File: src/rtl/alu_mul_seq.sv
// Shift-and-add multiplier sequencer that borrows the shared pipeline ALU
// through a request/grant handshake; yields the low 32 bits of a*b.
module alu_mul_seq #(
  parameter int          N_BITS = 32,
  parameter logic [3:0]  ADD_OP = 4'b0000,
  parameter logic [3:0]  SLL_OP = 4'b0011
) (
  input  logic        clock,
  input  logic        reset,
  input  logic        start,
  input  logic [31:0] a_in,
  input  logic [31:0] b_in,
  output logic        busy,
  output logic        done,
  output logic [31:0] product,
  output logic        alu_req,
  input  logic        alu_gnt,
  output logic [31:0] alu_a,
  output logic [31:0] alu_b,
  output logic [3:0]  alu_aluc,
  input  logic [31:0] alu_s
);

  localparam int CNT_W = (N_BITS > 1) ? $clog2(N_BITS) : 1;
  localparam logic [CNT_W-1:0] CNT_LAST = CNT_W'(N_BITS - 1);

  typedef enum logic [1:0] {
    S_IDLE = 2'd0,
    S_ADD  = 2'd1,
    S_SHL  = 2'd2,
    S_DONE = 2'd3
  } state_t;

  state_t           state_q, state_d;
  logic [31:0]      acc_q, acc_d;
  logic [31:0]      mcand_q, mcand_d;
  logic [31:0]      mplier_q, mplier_d;
  logic [CNT_W-1:0] cnt_q, cnt_d;

  always_ff @(posedge clock) begin
    if (reset) begin
      state_q  <= S_IDLE;
      acc_q    <= '0;
      mcand_q  <= '0;
      mplier_q <= '0;
      cnt_q    <= '0;
    end else begin
      state_q  <= state_d;
      acc_q    <= acc_d;
      mcand_q  <= mcand_d;
      mplier_q <= mplier_d;
      cnt_q    <= cnt_d;
    end
  end

  // ALU-facing outputs depend on registered state only, never on alu_gnt.
  always_comb begin
    alu_req  = 1'b0;
    alu_a    = '0;
    alu_b    = '0;
    alu_aluc = '0;
    case (state_q)
      S_ADD: begin
        alu_req  = 1'b1;
        alu_a    = acc_q;
        alu_b    = mcand_q;
        alu_aluc = ADD_OP;
      end
      S_SHL: begin
        alu_req  = 1'b1;
        alu_a    = 32'd1;
        alu_b    = mcand_q;
        alu_aluc = SLL_OP;
      end
      default: ;
    endcase
  end

  always_comb begin
    state_d  = state_q;
    acc_d    = acc_q;
    mcand_d  = mcand_q;
    mplier_d = mplier_q;
    cnt_d    = cnt_q;
    case (state_q)
      S_IDLE: begin
        if (start) begin
          acc_d    = '0;
          mcand_d  = a_in;
          mplier_d = b_in;
          cnt_d    = '0;
          state_d  = S_ADD;
        end
      end
      S_ADD: begin
        if (alu_gnt) begin
          if (mplier_q[0]) acc_d = alu_s;
          state_d = S_SHL;
        end
      end
      S_SHL: begin
        if (alu_gnt) begin
          mcand_d  = alu_s;
          mplier_d = mplier_q >> 1;
          cnt_d    = cnt_q + CNT_W'(1);
          state_d  = (cnt_q == CNT_LAST) ? S_DONE : S_ADD;
        end
      end
      S_DONE: state_d = S_IDLE;
      default: state_d = S_IDLE;
    endcase
  end

  assign busy    = (state_q != S_IDLE);
  assign done    = (state_q == S_DONE);
  assign product = acc_q;

endmodule

File: config.mk
export PLATFORM = sky130hd
export DESIGN_NAME = alu_mul_seq
export DESIGN_NICKNAME = d
export VERILOG_FILES = /design/src/rtl/alu_mul_seq.sv
export SDC_FILE = /design/constraint.sdc
export NUM_CORES = 1
export LEC_CHECK = 0
export ABC_AREA = 0
export CAP_MARGIN = 20
export CORE_MARGIN = 2
export CORE_UTILIZATION = 35
export DETAILED_ROUTE_END_ITERATION = 16
export PLACE_DENSITY = 0.67
export SKIP_CTS_REPAIR_TIMING = 1
export SYNTH_ARGS = -nofsm -noshare
export SYNTH_HDL_FRONTEND = slang
export SYNTH_SLANG_ARGS = --single-unit
File: constraint.sdc
create_clock -name clock -period 5.2 [get_ports clock]
set_clock_uncertainty 0.15 [all_clocks]
set_input_delay 1.04 -clock clock [delete_from_list [all_inputs] [get_ports clock]]
set_output_delay 1.04 -clock clock [all_outputs]
set_load 0.005 [all_outputs]
======== Yosys cells after proc, flatten, opt, wreduce, memory -nomap -nowiden ========
Index checks and enable logic that the tools add are counted.
W data, S select, Z words.
cells by class
  muxes and demuxes ....................... 22
  add/subtract/negate cells ............... 1
  equality and inequality tests ........... 8
  reductions and logical operators ........ 8
operator list
  kind                   count
  $mux W32               8
  $pmux W32 S2           4
  $mux W2                5
  $mux W5                2
  $pmux W5 S2            1
  $ne A2 B2 Y1 const B   4
  $pmux W2 S4            1
  $reduce_and A3 Y1      2
  $reduce_bool A2 Y1     3
  $add A5 B1 Y5 const B  1
  $eq A5 B5 Y1 const B   1
  $eq A2 B2 Y1 const B   2
  $reduce_and A4 Y1      1
  $eq A2 B1 Y1 const B   1
  $logic_not A2 Y1       1
  $reduce_or A2 Y1       1
  $mux W1                1
storage, ports and cells
  output and inout bits ................... 103
  bits in registers ....................... 103
  word-level logic and storage cells ...... 44
  bits of input ports ..................... 100

======== Longest topological paths before layout ========
Gate-level depths: netlist (run 1).
  word-level depth ........................ 4
  mapped depth ............................ 9
  gate-level depth less buffers ........... 6

======== Least setup slack after synthesis (run 1) ========
OpenSTA, ideal clock, no wires.
  path kind ............................... reg-to-output
  from .................................... reg state_q[0]
  to ...................................... out alu_a[0]
  stages on the path, launching flop included .. 7
  path slack .............................. 2.619 ns
  data required time ...................... 4.010 ns
  buffers on the path ..................... 2
  arrival time ............................ 1.391 ns
  cells stage by stage .................... dfxtp_1 > inv_1 > ha_1 > buf_4 > clkbuf_1 > a21oi_1 > nor2b_1
on the way
  cells in the longest elaborated chain, start to end .. 2
  elaborated cells on any way between the ends .. 3
  classes of those cells .................. 2 x eq/ne; 1 x mux
ends and longest elaborated chain
  item                                          RTL line  source
  from (decl)                                   34        state_t state_q, state_d;
  from (signal assigned)                        48        state_q <= state_d;
  $eq A2 B2 Y1 or $eq A2 B1 Y1 (tied branches)  62        case (state_q)
  $pmux W32 S2 (*)                              62
  to (decl)                                     18        output logic [31:0] alu_a,
Mark *: on every way between the ends. The rest lies on a longest branch, timed or not.

======== Final worst setup path (run 1) ========
  from .................................... reg state_q[1]
  to ...................................... out alu_a[29]
The elaborated chain is that of the path after synthesis.

==> metrics.cfg, run 1 <==
[run_status]
outcome=finished clean

[synthesis]
synth-seq-cells=103
yosys_warnings=0
ys_seq_area_frac=0.400
synth_area_mm2=0.00515
syn_area_per_cell_um2=8.94
synthCells=576
synth.distinct_cells=33

[placement]
routabilityCongestion=0.791
io_buffers=200
dp_hpwl_mm=10.7
pre_cts_ws_ps=1560

[grt]
grt_pass1_wl_mm=26.5
antenna_found_initial=0
grt_usage=0.206
grt_overflow=0
grt_max_degree=104
grt_pass1_vias=5000

[sta]
rsz0062_at_grt=no
fin_crit_ps=3910
timing.final.crit_share=0.751
clock.fmax_ghz=0.256
drv_slew=0
setup_violations=0
finalHoldViolations=0
max-slew-margin-rel=0.246
timing.setup.tns_ps=0
tightest_slew_ps=1130
worst_slack_ps=1290

[final_layout]
drive_gt1_frac=0.0467
final_nets=830
antenna_cells=0
syn_to_final_growth_pct=43.7

[detailed_routing]
drt_iter0_markers=363
drc_errors=0
viasPerCell=5.52
drt-pass1-iter-count=5
ant_nets=0
wl_per_cell_um=18.4
drt_wl_total_mm=16.7
vias=5035

[setup_path]
crit_fanout=65
crit_arrival_ps=2720
crit_slowest_cell=ha_2
cp_cell_sequence=inv_1 > ha_2 > and3_1 > clkdlybuf4s50_1
critPathLaunchType=register
critPathCaptureType=primary output
crit_required_ps=4010
critPathKind=reg2out
slowest_delay_ps=1010

[run]
max-cap-violations=0

[clocking]
cts.sink_count=103
h-tree-depth=3
clockRootBuffer=clkbuf_16
numCtsBuffers=9
clock_latency_ps=350
clk_pin_slew_ps=70
tritoncts=yes
cts_buffer_depth=2

[hold_path]
hold_path_class=reg2reg

[die]
start_util=0.356
die_y_um=125
fp.coreArea_mm2=0.0145
die_area_mm2=0.0157
die_w_um=125
io_pins=203
rows=44

[power]
ir_drop_mv=0.205
power_per_cell_area_mw_per_mm2=464
leakagePower_nw=2.58

-- path summary, 6_finish.rpt --
path | start | to | slack, ps | cells after the start
hold / removal | cnt_q[3] | cnt_q[3] | 340 | 2
setup / recovery | state_q[1] | alu_a[29] | 1290 | 4
hold reg to reg | cnt_q[3] | cnt_q[3] | 340 | 2
setup reg to reg | state_q[0] | mplier_q[22] | 1880 | 6
-- cells by family after synthesis --
group,after synthesis,synth area share
muxes,66,0.131
DFF,103,0.400
AOI/OAI and AO/OA,211,0.242
buffers and inverters,77,0.0739
and+or+nand+nor,111,0.135
adders and majority gates,7,0.0170
other,1,0.000728
-- synth_stat cells --
master / count / share of area
a31o_2: 1 / 0.0017
buf_4: 5 / 0.0073
nor2b_1: 1 / 0.0012
o21bai_1: 1 / 0.0015
o31ai_1: 2 / 0.0029
a211oi_1: 64 / 0.093
mux2i_4: 1 / 0.0044
nor2_2: 1 / 0.0012
inv_1: 6 / 0.0044
a21boi_0: 1 / 0.0015
and3b_1: 1 / 0.0017
and2b_1: 2 / 0.0029
or4_1: 3 / 0.0044
buf_6: 7 / 0.015
a21bo_2: 1 / 0.0019
nand3_1: 1 / 0.00097
conb_1: 1 / 0.00073
o21ai_0: 36 / 0.035
nand2_1: 3 / 0.0022
nand4_1: 34 / 0.041
a21oi_1: 102 / 0.099
ha_1: 7 / 0.017
o41ai_1: 1 / 0.0017
and3_1: 32 / 0.039
clkbuf_1: 43 / 0.031
dfxtp_1: 103 / 0.40
mux2i_1: 64 / 0.12
mux2_2: 1 / 0.0022
a2111oi_0: 1 / 0.0017
buf_2: 16 / 0.016
nand2b_1: 1 / 0.0012
and2_1: 32 / 0.039
a311o_1: 1 / 0.0019
-- registers in the layout, indices dropped and copies added (netlist names) --
signal / count
mcand_q: 32
product: 32
cnt_q: 5
mplier_q: 32
state_q: 2
-- power breakdown --
| group | leakage, nW | total [mW] | switching (mW) | internal [mW] |
|---|---|---|---|---|
| Combinational | 1.59 | 1.60 | 0.924 | 0.681 |
| Clock | 0.136 | 0.657 | 0.326 | 0.330 |
| Sequential | 0.848 | 1.17 | 0.136 | 1.03 |
| Total | 2.58 | 3.43 | 1.39 | 2.05 |
-- worst max-delay path: cells and delay by family (launching register included) --
| kind | cells | cell delay (ps) |
|---|---|---|
| fa+ha+maj | 1 | 1010 |
| buf+inv | 2 | 630 |
| flops | 1 | 410 |
| simple gates | 1 | 300 |
-- per-layer routing --
| layer | track usage | part of all wire |
|---|---|---|
| met1 | 0.263 | 0.45 |
| met2 | 0.351 | 0.48 |
| met3 | 0.0419 | 0.049 |
| met4 | 0.0641 | 0.017 |
| met5 | 0 | 0 |
-- through the flow --
stage	area [um^2]	power, mW	utilization	hold WS [ps]	std cells
floorplan	5150	2.21	-	294	577
global placement	7120	2.73	0.492	306	896
detailed placement	7120	2.78	0.492	319	896
CTS	7400	3.44	0.511	329	912
global route	7400	3.65	0.511	359	912
finish	7400	3.43	0.511	337	912
-- layout make-up --
type | instances | area (um^2)
clock buffers | 9 | 225
multi-input cells | 397 | 2760
fillers | 1339 | 7080
flip-flops and latches | 103 | 2060
inverters | 6 | 22.5
repair buffers | 206 | 2040
clock inverters | 7 | 56.3
well taps | 184 | 230
-- cell usage in the layout (no fill, tap or decap), types with 2 or more instances in the layout --
cell type	Yosys	routed
nand2_1	3	3
o31ai_1	2	2
ha_1	7	4
buf_4	5	7
and2_1	32	32
clkdlybuf4s50_1	0	199
mux2i_4	1	2
ha_2	0	2
clkbuf_16	0	9
inv_1	6	6
a211oi_1	64	64
nand4_1	34	34
and2b_1	2	2
and3_1	32	32
o21ai_0	36	36
conb_1	1	2
inv_6	0	2
a21oi_1	102	102
clkinv_4	0	3
dfxtp_1	103	103
or4_1	3	3
mux2i_1	64	63
Power figures use the tool's default switching activity.
==> inputs of run 2 (changes only) <==
--- a/config.mk
+++ b/config.mk
@@ -10,7 +10,7 @@
 export CORE_MARGIN = 2
 export CORE_UTILIZATION = 35
 export DETAILED_ROUTE_END_ITERATION = 16
-export PLACE_DENSITY = 0.67
+export PLACE_DENSITY = 0.69
 export SKIP_CTS_REPAIR_TIMING = 1
 export SYNTH_ARGS = -nofsm -noshare
 export SYNTH_HDL_FRONTEND = slang
==> constraint.sdc (replaced) <==
create_clock -name clock -period 3.45 [get_ports clock]
set_clock_uncertainty 0.15 [all_clocks]
set_input_delay 0.69 -clock clock [delete_from_list [all_inputs] [get_ports clock]]
set_output_delay 0.69 -clock clock [all_outputs]
set_load 0.005 [all_outputs]
==> run 2 against run 1 <==
Net effect:
- utilization rose by 0.99 points
- worst setup slack lost 1000 ps
- first-iteration DRC count decreased by 5.2%
- critical endpoint is now alu_a[19]
- highest routed layer unchanged
==> metrics.cfg, run 2 (synthesis gave the netlist of run 1 again) <==
[run_status]
outcome=finished clean

[detailed_routing]
ant_nets=0
wl_per_cell_um=18.2
drt_iter0_markers=344
drc_errors=0
vias=5091
viasPerCell=5.53
drt-pass1-iter-count=5
drt_wl_total_mm=16.8

[grt]
grt_pass1_vias=5034
grt_max_degree=62
grt_usage=0.205
grt_overflow=0
antenna_found_initial=0
grt_pass1_wl_mm=26.5

[setup_path]
rr_endpoint=mplier_q[22]
rrSetupSlack_ps=690
r2r_cells=7
critPathKind=reg2out
crit_fanout=39
critPathCaptureType=primary output
cp_cell_sequence=inv_1 > ha_4 > buf_12 > and3_1 > clkdlybuf4s50_1
critPathLaunch=state_q[0]
path_buf_inv=3
slowest_delay_ps=510
reg2reg_from=state_q[0]
critical-path-top-delay-family=buffers and inverters
crit_slowest_cell=clkdlybuf4s50_1
critPathLaunchType=register
crit_arrival_ps=2350
crit_required_ps=2610

[final_layout]
syn_to_final_growth_pct=46.4
drive_gt1_frac=0.0571
final_cells=920
antenna_cells=0
final_cell_mix=199 x clkdlybuf4s50_1, 103 x dfxtp_1, 102 x a21oi_1, 64 x a211oi_1, 63 x mux2i_1
final_nets=838
utilization=0.521
layout.cells.most_common=clkdlybuf4s50_1

[die]
die_w_um=125
die_y_um=125
die_area_mm2=0.0157
fp.coreArea_mm2=0.0145
rows=44
io_pins=203
start_util=0.356

[clocking]
tritoncts=yes
h-tree-depth=3
cts.sink_count=103
cts_buffer_depth=2
clock_latency_ps=340
clk_pin_slew_ps=70
clockRootBuffer=clkbuf_16
numCtsBuffers=9

[run]
max-cap-violations=0

[power]
switching_share=0.389
leakagePower_nw=2.64
power_per_cell_area_mw_per_mm2=709
clock_power_share=0.197
combPwrFrac=0.471
ir_drop_mv=0.325
pwr-share-seq=0.332
power.switching_mw=2.08
internal_power_mw=3.26

[hold_path]
hold_end=cnt_q[3]
hold_path_class=reg2reg
hold_path_depth=2
hp-start=cnt_q[3]

[sta]
timing.final.crit_share=0.924
clock.fmax_ghz=0.314
fin_crit_ps=3190
timing.setup.tns_ps=0
tightest_slew_ps=954
rsz0062_at_grt=no
finalHoldViolations=0
drv_slew=0
worst_slack_ps=263
setup_violations=0
max-slew-margin-rel=0.350

[placement]
pre_cts_ws_ps=508
dp_cells=904
io_buffers=200
routabilityCongestion=0.825
dp_hpwl_mm=11.4

## run 2: changes by cell type in the layout (fill, tap and decap cells not counted), sizes merged
cell,delta
buf,+8
clkinv,-3
bufinv,+1
clkbuf,+1
clkinvlp,+1
## run 2: tightest hold or removal path, stage by stage, from the launching register on
cell,delay (ps)
dfxtp_1,320
o31ai_1,60
a21oi_1,60
## run 2: final cells by class
| type | count | area (um^2) |
|---|---|---|
| Inverter | 6 | 22.5 |
| Clock inverter | 6 | 67.6 |
| Timing Repair Buffer | 214 | 2140 |
| Tap cell | 184 | 230 |
| Sequential cell | 103 | 2060 |
| Multi-Input combinational cell | 397 | 2780 |
| Fill cell | 1301 | 6940 |
| Clock buffer | 10 | 239 |
## run 2: power groups by stage
stage	Combinational (mW)	Clock [mW]	Sequential (mW)
4_1_cts	2.51	1.07	1.77
5_1_grt	2.74	1.11	1.82
3_5_place_dp	2.50	0	1.79
3_3_place_gp	2.41	0	1.78
6_report	2.52	1.05	1.77
2_1_floorplan	1.60	0	1.73
## run 2: per-layer routing
layer	GRT usage	share of wire
met5	0	0
met4	0.0745	0.026
met3	0.0312	0.051
met2	0.354	0.49
met1	0.259	0.43
## run 2: through the flow
stage	hold WS (ps)	power (mW)	area (um^2)
after floorplan	294	3.33	5150
after global placement	306	4.18	7210
after detailed placement	320	4.29	7210
after CTS	329	5.34	7520
after global routing	351	5.67	7540
final	327	5.35	7540
## run 2: worst max path at each step
| stage | cells after the start | to | slack, ps |
|---|---|---|---|
| 2_1_floorplan | 6 | alu_a[0] | 1220 |
| 3_3_place_gp | 5 | alu_a[27] | 600 |
| 3_5_place_dp | 5 | alu_a[21] | 510 |
| 4_1_cts | 5 | alu_a[19] | 130 |
| 5_1_grt | 5 | alu_a[19] | 160 |
| 6_report | 5 | alu_a[19] | 260 |
